==> config.mk <==
export PLATFORM = sky130hd
export DESIGN_NAME = conv3x3_stream
export DESIGN_NICKNAME = d
export VERILOG_FILES = /design/src/rtl/conv3x3_stream.sv
export SDC_FILE = /design/constraint.sdc
export NUM_CORES = 2
export LEC_CHECK = 0
export ABC_AREA = 0
export ABC_CLOCK_PERIOD_IN_PS = 14500
export CAP_MARGIN = 10
export CORE_MARGIN = 5
export CORE_UTILIZATION = 25
export CTS_BUF_LIST = sky130_fd_sc_hd__clkbuf_8 sky130_fd_sc_hd__clkbuf_16
export CTS_CLUSTER_DIAMETER = 150
export DETAILED_ROUTE_END_ITERATION = 7
export PLACE_DENSITY = 0.39
export SYNTH_ARGS = -nofsm -noshare
export SYNTH_HDL_FRONTEND = slang
export SYNTH_SLANG_ARGS = --single-unit
==> constraint.sdc <==
create_clock -name clk -period 14.5 [get_ports clk]
set_input_delay 3.625 -clock clk [delete_from_list [all_inputs] [get_ports clk]]
set_output_delay 3.625 -clock clk [all_outputs]
set_load 0.005 [all_outputs]
==> src/rtl/conv3x3_stream.sv <==
// conv3x3_stream: streaming 3x3 convolution over a raster-order frame.
// It keeps two lines of history and builds a 3x3 window for each accepted
// beat. Every interior window produces one output pixel. There are two
// pipeline stages: weighted sums, then normalise/clamp.
//
// Ports:
//   clk, rst   rising-edge clock, synchronous active-high reset
//   mode       filter select (0 Gaussian, 1 edge, 2 sharpen, 3 bypass),
//              latched on the accepted in_sof beat
//   in_valid   input beat qualifier (no backpressure)
//   in_sof     first pixel of a frame, qualified by in_valid
//   in_pixel   unsigned input pixel
//   out_valid  output beat qualifier
//   out_pixel  filtered pixel, held while out_valid is low
//   out_eof    marks the last interior output of a frame
//   frame_err  one-cycle pulse when in_sof arrives before a frame completes
module conv3x3_stream #(
    parameter int DATA_W = 13,
    parameter int IMG_W  = 64,
    parameter int IMG_H  = 64
) (
    input  logic              clk,
    input  logic              rst,
    input  logic [1:0]        mode,
    input  logic              in_valid,
    input  logic              in_sof,
    input  logic [DATA_W-1:0] in_pixel,
    output logic              out_valid,
    output logic [DATA_W-1:0] out_pixel,
    output logic              out_eof,
    output logic              frame_err
);

    localparam int CW    = (IMG_W > 1) ? $clog2(IMG_W) : 1;
    localparam int RW    = (IMG_H > 1) ? $clog2(IMG_H) : 1;
    localparam int ACC_W = DATA_W + 6;

    localparam logic [CW-1:0]           COL_LAST = CW'(IMG_W - 1);
    localparam logic [RW-1:0]           ROW_LAST = RW'(IMG_H - 1);
    localparam logic signed [ACC_W-1:0] PIX_MAX  = ACC_W'((1 << DATA_W) - 1);

    typedef enum logic {ST_IDLE, ST_FRAME} state_t;

    state_t             state_q, state_d;
    logic [CW-1:0]      col_q, col_d;
    logic [RW-1:0]      row_q, row_d;
    logic [1:0]         mode_q, mode_d;
    logic               frame_err_q, frame_err_d;

    // Line buffers are addressed by column.
    // lb1 holds row r-1 and lb2 holds row r-2.
    logic [DATA_W-1:0]  lb1_q [IMG_W];
    logic [DATA_W-1:0]  lb1_d [IMG_W];
    logic [DATA_W-1:0]  lb2_q [IMG_W];
    logic [DATA_W-1:0]  lb2_d [IMG_W];

    // Window columns: wa = col-2, wb = col-1, nw = current column.
    // Index 0 = row r-2, index 1 = row r-1, index 2 = row r.
    logic [DATA_W-1:0]  wa_q [3];
    logic [DATA_W-1:0]  wa_d [3];
    logic [DATA_W-1:0]  wb_q [3];
    logic [DATA_W-1:0]  wb_d [3];
    logic [DATA_W-1:0]  nw   [3];

    logic               s1_valid_q, s1_valid_d;
    logic               s1_eof_q, s1_eof_d;
    logic [1:0]         s1_mode_q, s1_mode_d;
    logic signed [ACC_W-1:0] s1_val_q, s1_val_d;

    logic               out_valid_q, out_valid_d;
    logic [DATA_W-1:0]  out_pixel_q, out_pixel_d;
    logic               out_eof_q, out_eof_d;

    logic               accept;
    logic               win_done;
    logic               last_beat;
    logic [CW-1:0]      bcol;
    logic [RW-1:0]      brow;

    logic signed [ACC_W-1:0] t0, t1, t2, m0, cc, m2, b0, b1, b2;
    logic signed [ACC_W-1:0] n4, n8, gauss, edge_s, sharp_s;
    logic signed [ACC_W-1:0] abs_v;
    logic [DATA_W-1:0]       res;

    function automatic logic signed [ACC_W-1:0] ext(input logic [DATA_W-1:0] x);
        return $signed({{(ACC_W-DATA_W){1'b0}}, x});
    endfunction

    // Beat position and frame state.
    always_comb begin
        accept      = in_valid && (in_sof || state_q == ST_FRAME);
        bcol        = in_sof ? '0 : col_q;
        brow        = in_sof ? '0 : row_q;
        win_done    = accept && (brow >= RW'(2)) && (bcol >= CW'(2));
        last_beat   = (bcol == COL_LAST) && (brow == ROW_LAST);

        state_d     = state_q;
        col_d       = col_q;
        row_d       = row_q;
        mode_d      = mode_q;
        frame_err_d = in_valid && in_sof && (state_q == ST_FRAME);

        if (accept) begin
            if (in_sof) begin
                mode_d = mode;
            end
            if (bcol == COL_LAST) begin
                col_d = '0;
                if (brow == ROW_LAST) begin
                    row_d   = '0;
                    state_d = ST_IDLE;
                end else begin
                    row_d   = brow + 1'b1;
                    state_d = ST_FRAME;
                end
            end else begin
                col_d   = bcol + 1'b1;
                row_d   = brow;
                state_d = ST_FRAME;
            end
        end
    end

    // Line buffers and the shift window advance only on accepted beats.
    always_comb begin
        lb1_d = lb1_q;
        lb2_d = lb2_q;
        wa_d  = wa_q;
        wb_d  = wb_q;
        nw[0] = lb2_q[bcol];
        nw[1] = lb1_q[bcol];
        nw[2] = in_pixel;
        if (accept) begin
            lb2_d[bcol] = lb1_q[bcol];
            lb1_d[bcol] = in_pixel;
            wa_d        = wb_q;
            wb_d        = nw;
        end
    end

    // Stage 1: the weighted sum for the selected mode.
    // The window is formed from the registered columns and the new column.
    always_comb begin
        t0 = ext(wa_q[0]);  t1 = ext(wb_q[0]);  t2 = ext(nw[0]);
        m0 = ext(wa_q[1]);  cc = ext(wb_q[1]);  m2 = ext(nw[1]);
        b0 = ext(wa_q[2]);  b1 = ext(wb_q[2]);  b2 = ext(nw[2]);

        n4      = t1 + m0 + m2 + b1;
        n8      = n4 + t0 + t2 + b0 + b2;
        gauss   = t0 + t2 + b0 + b2 + ((t1 + m0 + m2 + b1) <<< 1) + (cc <<< 2);
        edge_s  = (cc <<< 3) - n8;
        sharp_s = (cc <<< 2) + cc - n4;

        s1_valid_d = win_done;
        s1_eof_d   = win_done && last_beat;
        s1_mode_d  = mode_q;
        s1_val_d   = s1_val_q;
        if (win_done) begin
            case (mode_q)
                2'd0:    s1_val_d = gauss;
                2'd1:    s1_val_d = edge_s;
                2'd2:    s1_val_d = sharp_s;
                default: s1_val_d = cc;
            endcase
        end
    end

    // Stage 2: normalise and clamp to the pixel range.
    always_comb begin
        abs_v = (s1_val_q < 0) ? -s1_val_q : s1_val_q;
        case (s1_mode_q)
            2'd0: res = s1_val_q[DATA_W+3:4];
            2'd1: res = (abs_v > PIX_MAX) ? '1 : abs_v[DATA_W-1:0];
            2'd2: begin
                if (s1_val_q < 0)             res = '0;
                else if (s1_val_q > PIX_MAX)  res = '1;
                else                          res = s1_val_q[DATA_W-1:0];
            end
            default: res = s1_val_q[DATA_W-1:0];
        endcase

        out_valid_d = s1_valid_q;
        out_pixel_d = s1_valid_q ? res : out_pixel_q;
        out_eof_d   = s1_valid_q && s1_eof_q;
    end

    always_ff @(posedge clk) begin
        if (rst) begin
            state_q     <= ST_IDLE;
            col_q       <= '0;
            row_q       <= '0;
            mode_q      <= '0;
            frame_err_q <= 1'b0;
            s1_valid_q  <= 1'b0;
            s1_eof_q    <= 1'b0;
            s1_mode_q   <= '0;
            s1_val_q    <= '0;
            out_valid_q <= 1'b0;
            out_pixel_q <= '0;
            out_eof_q   <= 1'b0;
        end else begin
            state_q     <= state_d;
            col_q       <= col_d;
            row_q       <= row_d;
            mode_q      <= mode_d;
            frame_err_q <= frame_err_d;
            s1_valid_q  <= s1_valid_d;
            s1_eof_q    <= s1_eof_d;
            s1_mode_q   <= s1_mode_d;
            s1_val_q    <= s1_val_d;
            out_valid_q <= out_valid_d;
            out_pixel_q <= out_pixel_d;
            out_eof_q   <= out_eof_d;
        end
    end

    // Pixel storage is not reset.
    // No window can complete until a new frame has refilled it.
    always_ff @(posedge clk) begin
        lb1_q <= lb1_d;
        lb2_q <= lb2_d;
        wa_q  <= wa_d;
        wb_q  <= wb_d;
    end

    assign out_valid = out_valid_q;
    assign out_pixel = out_pixel_q;
    assign out_eof   = out_eof_q;
    assign frame_err = frame_err_q;

endmodule
==> flow_metrics.tcl <==
set metrics [dict create \
    yosys_most_used_dff "edfxtp_1" \
    drc_errors 2 \
    routedWlPerCell_um 33.9 \
    syn_area_per_cell_um2 16.1 \
    clock_path_buffers 4 \
    clkPwrFrac 0.337 \
    worst_pin_slew_ns 1.25 \
    grt_max_degree 68 \
    fin_util 0.297 \
    arrival_ns 13.66 \
    dp.cells 8569 \
    design_area_mm2 0.0875 \
    p_seq_frac 0.382 \
    gp_congestion 0.857 \
    timing.rr.end "s1_val_q[17]" \
    fin_crit_sh 0.888 \
    whs_path_depth 1 \
    path_max_fanout 43 \
    dr.first_iter.drc_count 5835 \
    layout.nets 5107 \
    antenna_found_initial 24 \
    cp-start-kind "input port" \
    reg2regPathDepth 33 \
    fin_cells 8956 \
    port_buffers 34 \
    post-dp-hpwl_um 192000 \
    h-tree-depth 4 \
    viasPerCell 5.17 \
    grt_use_met3 0.0325 \
    slew_headroom 0.161 \
    hold_start "s1_eof_q" \
    grt_pass1_vias 45303 \
    vias 46315 \
    antenna_left 0 \
    area_delta_synth_final_pct 18.2 \
    design.die.area_mm2 0.307 \
    placement_rows 199 \
    finalSetupViolCount 0 \
    cts_sinks 1796 \
    violations "DRC" \
    cts_resized 0 \
    p_per_area_mw_per_mm2 172 \
    ys_seq_area_frac 0.721 \
    synth_nets 4850 \
    yosys_register_bits 1796 \
    wirelength_um 304000 \
    cpMaxStageDelayCell "nor3_2" \
    total_power_mw 15.1 \
    synth_cells 4607 \
    yosysMostFrequentCell "edfxtp_1" \
    r2r_slack_ns 3.57 \
    grt_pass1_wl_um 411000 \
    syn_area_mm2 0.0740 \
    ys_top_cells_by_count "1,742 x edfxtp_1, 245 x nand2_1, 233 x a21oi_1, 220 x nor2_1, 203 x inv_1" \
    initial_utilization 0.251 \
    grt_remaining_overflow 0 \
    yosysTopAreaCell "edfxtp_1" \
    use_met2 0.300 \
    r2r_start "col_q[2]" \
    synth_cell_types 88 \
    max_freq_ghz 0.0776 \
    critPathKind "input port to flip-flop" \
    cp.required_ns 15.28 \
    status "finished with violations" \
    fp.dieW_um 554 \
    ctsHoldBuffers 0 \
    cts_root_buffer "clkbuf_16" \
    skew_ns 0.0632 \
    fin_setup_tns_ns 0 \
    min_to "out_eof" \
    clk_latency_ns 0.89 \
    pwr-share-comb 0.281 \
    synth-async-reset-ratio 0 \
    p_switching_mw 4.68 \
    cts_buffers 210 \
    max_stage_delay_ns 0.89 \
    synth_top_area_share 0.707 \
    fp.dieH_um 554 \
    met1_usage 0.274 \
    maxSlewViolCount 0 \
    cpMostUsedCell "fa_1" \
    postCtsSetupBuffers 0 \
    grt-busiest-layer "met2" \
    p_int_mw 10.4 \
    hp-class "flip-flop to flip-flop" \
    ir_drop_v 0.000160 \
    synth-edff-count 1742 \
    max_cap_viol_count 0 \
    p_sw_frac 0.310 \
    cts_tree "built" \
    leakagePower_nw 28.6 \
    synth_area_leaders "edfxtp_1 71%, fa_1 3.8%, a222oi_1 1.9%" \
    layout_min_cycle_time_ns 12.88 \
    cts.clk_slew.worst_paths_ns 0.07 \
    drive_above_1_share 0.164 \
    end_kind "flip-flop" \
    io_pins 35 \
    hold_violations 0 \
    placed_cell_area_mm2 0.0809 \
    rsz0062_at_grt "no" \
    grt_usage 0.192 \
    yosys_warnings 0 \
    core_mm2 0.294 \
    firstDrtPassIters 8 \
]
power groups by stage:
stage | logic [mW] | clock network, mW | registers [mW]
CTS | 4.26 | 5.18 | 5.77
floorplan | 3.02 | 0 | 5.87
detailed placement | 4.23 | 0 | 5.88
global route | 4.72 | 5.39 | 5.76
finish | 4.23 | 5.09 | 5.77
global placement | 4.27 | 0 | 5.87
cell type report:
| cell class | instances | area [um^2] |
|---|---|---|
| Clock inverter | 154 | 1120 |
| Fill cell | 29289 | 207000 |
| Clock buffer | 218 | 5390 |
| Multi-Input combinational cell | 2336 | 19300 |
| Antenna cell | 13 | 32.5 |
| Timing Repair Buffer | 313 | 2560 |
| Sequential cell | 1796 | 53400 |
| Inverter | 207 | 787 |
| Tap cell | 3919 | 4900 |
routing by layer:
metal  wire length [um]  part of all wire
met1             135000              0.44
met2             137000              0.45
met3              22300             0.073
met4               9880             0.032
met5                 13          0.000043
stage by stage:
step | worst slack [ns] | hold slack [ns]
after detailed placement | 0.797 | 0.426
after global placement | 0.780 | 0.425
after floorplan | 0.212 | 0.406
final | 1.62 | 0.434
after global routing | 1.33 | 0.458
after CTS | 1.71 | 0.440
worst max-delay path by stage:
stage / startpoint / cells past startpoint / slack (ns) / endpoint
3_3_place_gp: in_sof / 32 / 0.78 / s1_val_q[15]
2_1_floorplan: in_sof / 31 / 0.21 / s1_val_q[12]
3_5_place_dp: in_sof / 36 / 0.80 / s1_val_q[17]
5_1_grt: in_sof / 36 / 1.33 / s1_val_q[17]
4_1_cts: in_sof / 36 / 1.71 / s1_val_q[17]
6_report: in_sof / 36 / 1.62 / s1_val_q[17]
critical path: cells and delay by family:
kind	cells	cell delay [ns]
AOI/OAI and AO/OA	11	2.97
buffers and inverters	8	1.83
and+or+nand+nor	9	2.14
xor gates and xnor gates	1	0.17
adders and majority gates	7	2.79
cell families after synthesis:
group,count (synthesis),synth area share
compound gates,1150,0.111
fa+ha+maj,224,0.0520
simple gates,668,0.0404
mux,238,0.0417
buf+inv,475,0.0270
xor+xnor,56,0.00663
flops,1796,0.721
cells in the final DEF, fill, tap and decap left out, types with 30 or more instances in the layout:
master and count:
ha_1 85, inv_1 243, xnor2_1 30, fa_1 139
mux2i_1 114, edfxtp_1 1742, a22o_1 86, nor2_4 72
a22oi_1 89, nor3_1 42, a211oi_1 55, clkbuf_16 212
a222oi_1 142, dfxtp_1 51, clkinv_1 48, a21oi_1 233
o22ai_1 133, mux2_2 75, mux4_2 49, nand2_1 241
buf_4 271, nand3_1 43, a221oi_1 56, a31oi_1 47
nor2_1 146, clkinv_2 36, o221ai_1 47, o21ai_0 121
registers in the layout, summed over array words and instances, names as in the netlist, 2 cells and up:
register   flops
lb1_q        832
lb2_q        832
s1_val_q      19
b0            13
b1            13
cc            13
m0            13
out_pixel     13
t0            13
t1            13
col_q          6
row_q          6
mode_q         2
s1_mode_q      2
No activity file was read; power rests on OpenSTA's default activity.
